**src/rtl/mips_pkg.sv**
```systemverilog
// Shared types and widths for the multicycle MIPS datapath blocks.
package mips_pkg;

    localparam int unsigned MD_WIDTH = 32;

    typedef enum logic [2:0] {
        IDLE,
        MUL,
        DIV,
        FIX,
        DZERO
    } md_state_t;

    typedef enum logic {
        OP_MULT,
        OP_DIV
    } md_op_t;

endpackage

```
**src/rtl/md_sign_fix.sv**
```systemverilog
// Turns the unsigned magnitude result of a MULT or DIV into two's-complement Hi/Lo values.
module md_sign_fix
    import mips_pkg::*;
#(
    parameter int unsigned WIDTH = MD_WIDTH
) (
    input  logic                 div_i,
    input  logic                 neg_i,
    input  logic                 rem_neg_i,
    input  logic [2*WIDTH-1:0]   acc_i,
    output logic [WIDTH-1:0]     hi_c_o,
    output logic [WIDTH-1:0]     lo_c_o
);

    logic [2*WIDTH-1:0] prod_c;
    logic [WIDTH-1:0]   quo_c;
    logic [WIDTH-1:0]   rem_c;

    // Quotient follows sign(A)^sign(B); remainder follows the dividend.
    always_comb begin
        prod_c = neg_i ? -acc_i : acc_i;
        quo_c  = neg_i ? -acc_i[WIDTH-1:0] : acc_i[WIDTH-1:0];
        rem_c  = rem_neg_i ? -acc_i[2*WIDTH-1:WIDTH] : acc_i[2*WIDTH-1:WIDTH];
        if (div_i) begin
            hi_c_o = rem_c;
            lo_c_o = quo_c;
        end else begin
            hi_c_o = prod_c[2*WIDTH-1:WIDTH];
            lo_c_o = prod_c[WIDTH-1:0];
        end
    end

endmodule

```
**src/rtl/mult_div_unit.sv**
```systemverilog
// Iterative signed MULT/DIV unit writing HI/LO: one bit per cycle on magnitudes,
// followed by a single sign-correction cycle.
module mult_div_unit
    import mips_pkg::*;
#(
    parameter int unsigned WIDTH = MD_WIDTH
) (
    input  logic             Clk,
    input  logic             Reset,
    input  logic             Start_Mult,
    input  logic             Start_Div,
    input  logic [WIDTH-1:0] A,
    input  logic [WIDTH-1:0] B,
    output logic [WIDTH-1:0] Hi,
    output logic [WIDTH-1:0] Lo,
    output logic             Busy,
    output logic             Done,
    output logic             Div_Zero
);

    localparam int unsigned CNT_W = $clog2(WIDTH);
    localparam logic [CNT_W-1:0] CNT_LAST = CNT_W'(WIDTH - 1);

    md_state_t           state_q, state_d;
    md_op_t              op_q, op_d;
    logic                neg_q, neg_d;
    logic                rneg_q, rneg_d;
    logic [WIDTH-1:0]    a_mag_q, a_mag_d;
    logic [WIDTH-1:0]    b_mag_q, b_mag_d;
    logic [2*WIDTH-1:0]  acc_q, acc_d;
    logic [CNT_W-1:0]    cnt_q, cnt_d;
    logic [WIDTH-1:0]    hi_q, hi_d;
    logic [WIDTH-1:0]    lo_q, lo_d;
    logic                busy_q, busy_d;
    logic                done_q, done_d;
    logic                dz_q, dz_d;

    logic [WIDTH-1:0]    a_abs_c;
    logic [WIDTH-1:0]    b_abs_c;
    logic [WIDTH:0]      mul_sum_c;
    logic [WIDTH:0]      div_sh_c;
    logic [WIDTH:0]      div_diff_c;
    logic [WIDTH-1:0]    fix_hi_c;
    logic [WIDTH-1:0]    fix_lo_c;

    // Magnitudes are unsigned, so |-2^(WIDTH-1)| = 2^(WIDTH-1) fits in WIDTH bits.
    always_comb begin
        a_abs_c    = A[WIDTH-1] ? -A : A;
        b_abs_c    = B[WIDTH-1] ? -B : B;
        mul_sum_c  = {1'b0, acc_q[2*WIDTH-1:WIDTH]} + (acc_q[0] ? {1'b0, a_mag_q} : '0);
        div_sh_c   = {acc_q[2*WIDTH-1:WIDTH], acc_q[WIDTH-1]};
        div_diff_c = div_sh_c - {1'b0, b_mag_q};
    end

    md_sign_fix #(.WIDTH(WIDTH)) u_sign_fix (
        .div_i     (op_q == OP_DIV),
        .neg_i     (neg_q),
        .rem_neg_i (rneg_q),
        .acc_i     (acc_q),
        .hi_c_o    (fix_hi_c),
        .lo_c_o    (fix_lo_c)
    );

    always_ff @(posedge Clk) begin
        if (!Reset) begin
            state_q <= IDLE;
            op_q    <= OP_MULT;
            neg_q   <= 1'b0;
            rneg_q  <= 1'b0;
            a_mag_q <= '0;
            b_mag_q <= '0;
            acc_q   <= '0;
            cnt_q   <= '0;
            hi_q    <= '0;
            lo_q    <= '0;
            busy_q  <= 1'b0;
            done_q  <= 1'b0;
            dz_q    <= 1'b0;
        end else begin
            state_q <= state_d;
            op_q    <= op_d;
            neg_q   <= neg_d;
            rneg_q  <= rneg_d;
            a_mag_q <= a_mag_d;
            b_mag_q <= b_mag_d;
            acc_q   <= acc_d;
            cnt_q   <= cnt_d;
            hi_q    <= hi_d;
            lo_q    <= lo_d;
            busy_q  <= busy_d;
            done_q  <= done_d;
            dz_q    <= dz_d;
        end
    end

    // acc holds {partial product, multiplier} for MUL and {remainder, dividend/quotient} for DIV.
    always_comb begin
        state_d = state_q;
        op_d    = op_q;
        neg_d   = neg_q;
        rneg_d  = rneg_q;
        a_mag_d = a_mag_q;
        b_mag_d = b_mag_q;
        acc_d   = acc_q;
        cnt_d   = cnt_q;
        hi_d    = hi_q;
        lo_d    = lo_q;
        busy_d  = busy_q;
        done_d  = 1'b0;
        dz_d    = dz_q;
        case (state_q)
            IDLE: begin
                if (Start_Mult || Start_Div) begin
                    op_d    = Start_Mult ? OP_MULT : OP_DIV;
                    a_mag_d = a_abs_c;
                    b_mag_d = b_abs_c;
                    neg_d   = A[WIDTH-1] ^ B[WIDTH-1];
                    rneg_d  = A[WIDTH-1];
                    cnt_d   = '0;
                    dz_d    = 1'b0;
                    busy_d  = 1'b1;
                    if (Start_Mult) begin
                        acc_d   = {{WIDTH{1'b0}}, b_abs_c};
                        state_d = MUL;
                    end else if (B == '0) begin
                        state_d = DZERO;
                    end else begin
                        acc_d   = {{WIDTH{1'b0}}, a_abs_c};
                        state_d = DIV;
                    end
                end
            end
            MUL: begin
                acc_d = {mul_sum_c, acc_q[WIDTH-1:1]};
                cnt_d = cnt_q + 1'b1;
                if (cnt_q == CNT_LAST) begin
                    state_d = FIX;
                end
            end
            DIV: begin
                if (!div_diff_c[WIDTH]) begin
                    acc_d = {div_diff_c[WIDTH-1:0], acc_q[WIDTH-2:0], 1'b1};
                end else begin
                    acc_d = {div_sh_c[WIDTH-1:0], acc_q[WIDTH-2:0], 1'b0};
                end
                cnt_d = cnt_q + 1'b1;
                if (cnt_q == CNT_LAST) begin
                    state_d = FIX;
                end
            end
            FIX: begin
                hi_d    = fix_hi_c;
                lo_d    = fix_lo_c;
                done_d  = 1'b1;
                busy_d  = 1'b0;
                state_d = IDLE;
            end
            DZERO: begin
                dz_d    = 1'b1;
                done_d  = 1'b1;
                busy_d  = 1'b0;
                state_d = IDLE;
            end
            default: begin
                state_d = IDLE;
            end
        endcase
    end

    assign Hi       = hi_q;
    assign Lo       = lo_q;
    assign Busy     = busy_q;
    assign Done     = done_q;
    assign Div_Zero = dz_q;

endmodule

```
**config.mk**
```make
export PLATFORM = sky130hd
export DESIGN_NAME = mult_div_unit
export DESIGN_NICKNAME = d
export VERILOG_FILES = /design/src/rtl/mips_pkg.sv /design/src/rtl/md_sign_fix.sv /design/src/rtl/mult_div_unit.sv
export SDC_FILE = /design/constraint.sdc
export NUM_CORES = 1
export LEC_CHECK = 0
export ABC_AREA = 1
export BUFFER_PORTS_ARGS = -buffer_cell sky130_fd_sc_hd__buf_2
export CAP_MARGIN = 20
export CORE_MARGIN = 2
export CORE_UTILIZATION = 40
export CTS_CLUSTER_SIZE = 12
export DETAILED_ROUTE_END_ITERATION = 8
export GPL_TIMING_DRIVEN = 0
export REMOVE_ABC_BUFFERS = 1
export SYNTH_ARGS = -nofsm -noshare
export SYNTH_HDL_FRONTEND = slang
export SYNTH_SLANG_ARGS = --single-unit
```
**constraint.sdc**
```tcl
create_clock -name Clk -period 3.05 [get_ports Clk]
set_input_delay 0.1525 -clock Clk [delete_from_list [all_inputs] [get_ports Clk]]
set_output_delay 0.1525 -clock Clk [all_outputs]
set_load 0.01 [all_outputs]
```
# Yosys cells after proc, flatten, opt, wreduce, memory -nomap -nowiden
# Index checks and enable logic that the tools add are counted.
dict set report totals {
  reg_bits 206
  input_bits 68
  out_inout_bits 67
  elab_cells 71
}
dict set report op_classes {
  add_sub_neg 8
  n_eq_ne 8
  muxes 26
  bitwise_logic 1
  reduce_logical 15
}
# operator n
set ops {}
lappend ops {{$mux 64} 5}
lappend ops {{$mux 32} 7}
lappend ops {{$pmux 64 s3} 1}
lappend ops {{$neg 32->32} 4}
lappend ops {{$neg 64->64} 1}
lappend ops {{$add 32x32->33} 1}
lappend ops {{$sub 33x32->33} 1}
lappend ops {{$logic_not 32->1} 1}
lappend ops {{$mux 3} 4}
lappend ops {{$pmux 5 s2} 1}
lappend ops {{$reduce_and 2->1} 5}
lappend ops {{$eq 3x2->1 const B} 2}
lappend ops {{$pmux 3 s2} 1}
lappend ops {{$reduce_bool 2->1} 3}
lappend ops {{$add 5x1->5 const B} 1}
lappend ops {{$eq 5x5->1 const B} 1}
lappend ops {{$mux 5} 1}
lappend ops {{$mux 1} 4}
lappend ops {{$pmux 1 s2} 2}
lappend ops {{$reduce_or 2->1} 2}
lappend ops {{$eq 3x1->1 const B} 1}
lappend ops {{$eq 3x3->1 const B} 1}
lappend ops {{$logic_not 3->1} 1}
lappend ops {{$ne 3x3->1 const B} 1}
lappend ops {{other kinds (6)} 6}

# Logic depth before layout (Yosys ltp)
dict set report logic_depth {
  word_depth 6
  depth_mapped 21
  mapped_depth_nobuf 19
}

# By module
# Synthesis repeated with hierarchy kept, for this count alone.
dict set report unflattened {
  hier_cells 3104
  area_unflattened_um2 18077.3
}
# module instances cells_each area_per_inst_um2 seq_area_each_um2
set modules_own_cells {}
lappend modules_own_cells {mult_div_unit 1 2573 15509.9 4124.0}
lappend modules_own_cells {md_sign_fix 1 531 2567.5 0.0}

# Worst setup path before layout
# OpenSTA, ideal clock, no wires.
dict set report synth_timing {
  path_kind {reg2reg}
  startpoint {register acc_q[31]}
  endpoint {register acc_q[54]}
  setup_ns 0.110
  t_arrival_ns 2.349
  t_required_ns 2.940
  slack_ns 0.591
  stages_incl_launch_ff 20
  n_path_buf 2
  period_less_slack_ns 2.459
  cell_sequence {dfxtp_1 clkbuf_1 inv_1 ha_1 fa_1 inv_1 nand3_1 nand2_2 nand2_1 nand2_2 nand2_2 nand2_4 nand2_4 nand3_4 buf_2 nand3_1 nand3_1 nand3_1 nand2_1 inv_1}
}
dict set report synth_via {
  elab_chain_len 3
}
# item line_no
set synth_rtl {}
lappend synth_rtl {{start: declaration} mult_div_unit.sv:30} ;# logic [2*WIDTH-1:0] acc_q, acc_d;
lappend synth_rtl {{start signal: assignment} mult_div_unit.sv:72} ;# acc_q <= '0;
lappend synth_rtl {{start signal: assignment} mult_div_unit.sv:86} ;# acc_q <= acc_d;
lappend synth_rtl {{$sub 33x32->33} mult_div_unit.sv:52} ;# div_diff_c = div_sh_c - {1'b0, b_mag_q};
lappend synth_rtl {{$mux 64} mult_div_unit.sv:141} ;# if (!div_diff_c[WIDTH]) begin
lappend synth_rtl {{$pmux 64 s3} mult_div_unit.sv:111} ;# case (state_q)
# Every way passes these cells.
# A chain may end at the register's enable or synchronous reset.

# Worst setup path after layout
dict set report layout_timing {
  startpoint {register acc_q[49]}
  endpoint {register acc_q[57]}
}
dict set report layout_via {
  elab_chain_len 3
  elab_cells_between_ends 4
  classes_between {2 x add/sub; 2 x mux}
}
# item line_no
set layout_rtl {}
lappend layout_rtl {{$sub 33x32->33} mult_div_unit.sv:52}
lappend layout_rtl {{$mux 64} mult_div_unit.sv:141}
lappend layout_rtl {{$pmux 64 s3 *} mult_div_unit.sv:111}
# Every way passes the cells marked *; elsewhere a longest branch is shown, timed or not.

==> flow_summary_export.csv <==
group,metric,value,unit
critical_path,rr_endpoint,"acc_q[57]$_SDFFE_PN0P_",
drt,route.vias.total,20890,
yosys,synth-edff-count,0,
timing,slew_headroom,31.63,%
pwr,p_leak,10.38,nW
die,start_util,40.58,%
clock_tree,clk_pin_slew,0.06,ns
die,io_pins,135,
timing,finalHoldViolations,0,
timing,finalSetupViolations,0,
yosys,synth_top_area_share,22.93,%
yosys,ys_ff_latch,206,
critical_path,cp_max_fo,7,
yosys,ys.flop_type,"dfxtp_1",
yosys,ys_async_sr_fraction,0,%
timing,tns,0,ns
cells_and_area,drive_above_1_share,7.878,%
global_routing,grt_antenna_before_repair,0,
clock_tree,insertion_delay,0.57,ns
timing,rsz0062_at_grt,"no",
yosys,ys_types,51,
placement,dp.cells,3732,
global_routing,grt_pass1_vias,19160,
die,core,0.04432,mm^2
critical_path,cp_slowest_cell,"dfxtp_1",
drt,drcViolationCount,0,
pwr,power_frac_comb,62.1,%
yosys,synth_compound_area_share,17.84,%
drt,dr.pass1.iters,6,
worst_hold_path,min_path_type,"input pin to register",
timing,worst_clock_skew,0.01682,ns
timing,holdWs,0.01956,ns
yosys,synth_mux_area_share,0,%
global_routing,grt_max_degree,85,
clock_tree,tritoncts,"yes",
pwr,p_per_area,961.4,mW/mm^2
yosys,synth_xor_area_share,4.335,%
global_routing,grt_pass1_wl,111800,um
placement,dp.final_hpwl,58210,um
critical_path,cp_data_required_time,3.51,ns
critical_path,cpPeakStageDelay,0.59,ns
global_routing,grt_overflow_total,0,
yosys,netlist_area,0.01798,mm^2
timing,worstMarginPinSlew,1.024,ns
pwr,clock_power_share,16.0,%
cells_and_area,layout.cells.non_filler,3829,
cells_and_area,fillCellCount,4938,
critical_path,path_delay_family,"simple AND/OR/NAND/NOR gates",
yosys,synth.area.top_cells,"dfxtp_1, nand2_1, inv_1",
cells_and_area,finalNetCount,3360,
die,row_count,77,
cells_and_area,diodes,0,
timing,maxSlewViolCount,0,
worst_hold_path,hold-path-cell-count,4,
clock_tree,root_buffer,"clkbuf_16",
drt,drt-initial-drc-count,2022,
yosys,yosys.area.top_type,"dfxtp_1",
yosys,ys_warn_count,0,
cells_and_area,synthToLayoutAreaGrowth,14.02,%
pwr,internal-power,8.935,mW
clock_tree,cts_made_buffers,25,
timing,period_minus_slack,2.916,ns
placement,gp_congestion,1.008,
critical_path,critPathMostFrequentCell,"nand2_1",
placement,port-buffer-count,134,
yosys,syn_inst,3110,
timing,max_freq,342.9,MHz
critical_path,end_kind,"register",
yosys,ys_seq_area_share,22.93,%
outcome,outcome,"finished, final reports clean",
drt,routed_wl,74150,um
placement,place_area,0.01908,mm^2
critical_path,path_cells,"ha_1 > nand2_1 > inv_1 > nand2_1 > nand2_1 > nand2_1 > nand2_1 > a21oi_4 > nand3_4 > buf_4 > nand2_4 > nand2_1 > nand3_1 > nand3_1 > nand2_1 > inv_1",
die,die_h,216.0,um
critical_path,worstSetupPathType,"register to register",
clock_tree,clockBufferDepth,3,
pwr,netSwitchingPower,10.78,mW
drt,ant_nets,0,
drt,post_drt_wl_per_cell,19.37,um
cells_and_area,layout_common_cells,"nand2_1, inv_1, nor2_1",
critical_path,critPathBufInv,3,
critical_path,r2r_cells,16,
cells_and_area,final_common_cell,"nand2_1",
cells_and_area,design_area,0.02050,mm^2
pwr,vdd_drop_max,509.3,uV
clock_tree,clock-sinks,206,
worst_hold_path,hold_start,"A[18]",
yosys,yosys.area_share.simple,37.40,%
yosys,synth_adder_area_share,5.093,%
global_routing,grt.total_usage,30.77,%
run,drv_cap,0,
pwr,switching_share,54.67,%
yosys,synth_area_per_cell,5.782,um^2
worst_hold_path,hold_end,"a_mag_q[18]$_SDFFE_PN0P_",
yosys,synth_top_family_by_area,"simple AND/OR/NAND/NOR gates",
critical_path,cp-start-kind,"register",
pwr,sequentialPowerShare,21.8,%
clock_tree,cts_max_level,1,
critical_path,reg2reg_slack,0.13,ns
timing,fin_crit_sh,95.60,%
critical_path,cp.arrival,3.37,ns
critical_path,r2r-start,"acc_q[49]$_SDFFE_PN0P_",
drt,viasPerCell,5.456,
die,die_w,216.0,um
die,design.die.area,0.04667,mm^2
-- registers in the layout, summed over array words and instances, names as in the netlist --
name and cells:
acc_q 64, Hi 32, Lo 32, a_mag_q 32, b_mag_q 32, cnt_q 5, state_q 3, Busy 1
Div_Zero 1, Done 1, neg_q 1, op_q 1, rneg_q 1
-- area by class of cell --
| class | instances | area [um^2] | area share (%) |
|---|---|---|---|
| clock buffer | 38 | 724.4 | 3.533 |
| multi-input combinational | 2339 | 11730 | 57.23 |
| timing repair inverter | 1 | 5.005 | 0.02441 |
| sequential | 206 | 4140 | 20.19 |
| tap | 592 | 740.7 | 3.613 |
| inverter | 460 | 1745 | 8.513 |
| timing repair buffer | 187 | 1294 | 6.310 |
| clock inverter | 6 | 120.1 | 0.5858 |
-- metrics by stage --
stage | worst slack, ns | total power [mW] | utilization, %
2_1_floorplan | -2.076 | 11.93 | -
3_3_place_gp | -5.674 | 15.71 | 42.64
3_5_place_dp | -0.7385 | 15.82 | 43.06
4_1_cts | -0.005193 | 19.17 | 45.81
5_1_grt | 0.02367 | 21.21 | 46.26
6_report | 0.1341 | 19.71 | 46.26
-- power by group through the flow --
stage	Combinational (mW)	Clock (mW)	Sequential [mW]
2_1_floorplan	7.93	0	4.00
3_3_place_gp	11.4	0	4.32
3_5_place_dp	11.5	0	4.34
4_1_cts	11.7	3.20	4.29
5_1_grt	13.5	3.29	4.38
6_report	12.2	3.16	4.30
-- Yosys cell counts, types with 3 or more instances --
cell type  number
buf_4           6
o21ai_0       236
nor2_2          4
a21oi_1       186
dfxtp_1       206
nor4_1          5
nand3b_1       25
o31ai_1         4
o22ai_1        27
buf_1          11
nor2_1        345
inv_2           6
a221oi_1       16
buf_2          23
a31oi_1        30
xor2_1         65
clkbuf_1       67
inv_1         449
a211oi_1        7
nand4_1        38
o211ai_1       15
nor2_4          4
o21bai_1        9
o2111ai_1       3
clkinv_1        3
nand2_2        10
o21ai_1        25
ha_1           70
nand2_1       861
and3_1          3
nor3_1         47
xnor2_1        24
nand3_1       237
nand2_4         5
o221ai_1       12
buf_6           4
-- kinds of logic after synthesis --
group	Yosys count
AOI/OAI and AO/OA	578
xor gates and xnor gates	89
buffers and inverters	571
DFF	206
adders and majority gates	72
and+or+nand+nor	1594
-- worst max path at each step --
stage          depth (start not counted)                        to               startpoint
3_5_place_dp                           8  a_mag_q[22]$_SDFFE_PN0P_  state_q[2]$_SDFFE_PN0P_
2_1_floorplan                          7       Lo[25]$_SDFFE_PN0N_  state_q[1]$_SDFFE_PN0P_
6_report                              16    acc_q[57]$_SDFFE_PN0P_   acc_q[49]$_SDFFE_PN0P_
5_1_grt                               16    acc_q[63]$_SDFFE_PN0P_   acc_q[54]$_SDFFE_PN0P_
3_3_place_gp                           7       Lo[25]$_SDFFE_PN0N_  state_q[1]$_SDFFE_PN0P_
4_1_cts                               18    acc_q[53]$_SDFFE_PN0P_   acc_q[32]$_SDFFE_PN0P_
-- worst min-delay path, stage by stage --
cell and delay, ns:
buf_2 0.15, xnor2_1 0.09, inv_1 0.08, o21ai_1 0.06
-- per-layer routing --
metal / GRT usage (%) / vias up / wire length, um / share of wire [%]
met1: 42.85 / 9601 / 33680 / 45
met2: 49.14 / 824 / 32320 / 44
met3: 3.073 / 142 / 4867 / 6.6
met4: 11.48 / 0 / 3279 / 4.4
met5: 0 / - / 0 / 0
li1: - / 10320 / - / -
-- repair_timing --
action | CTS | global route
hold buffers | 34 | 0
endpoints found under the setup margin | 113 | 70
pin swaps | 1 | 3
gates resized for setup | 8 | 16
endpoints found under the hold margin | 34 | 0
buffers inserted | 1 | 10
cloned | 2 | 5
Power figures use the tool's default switching activity.
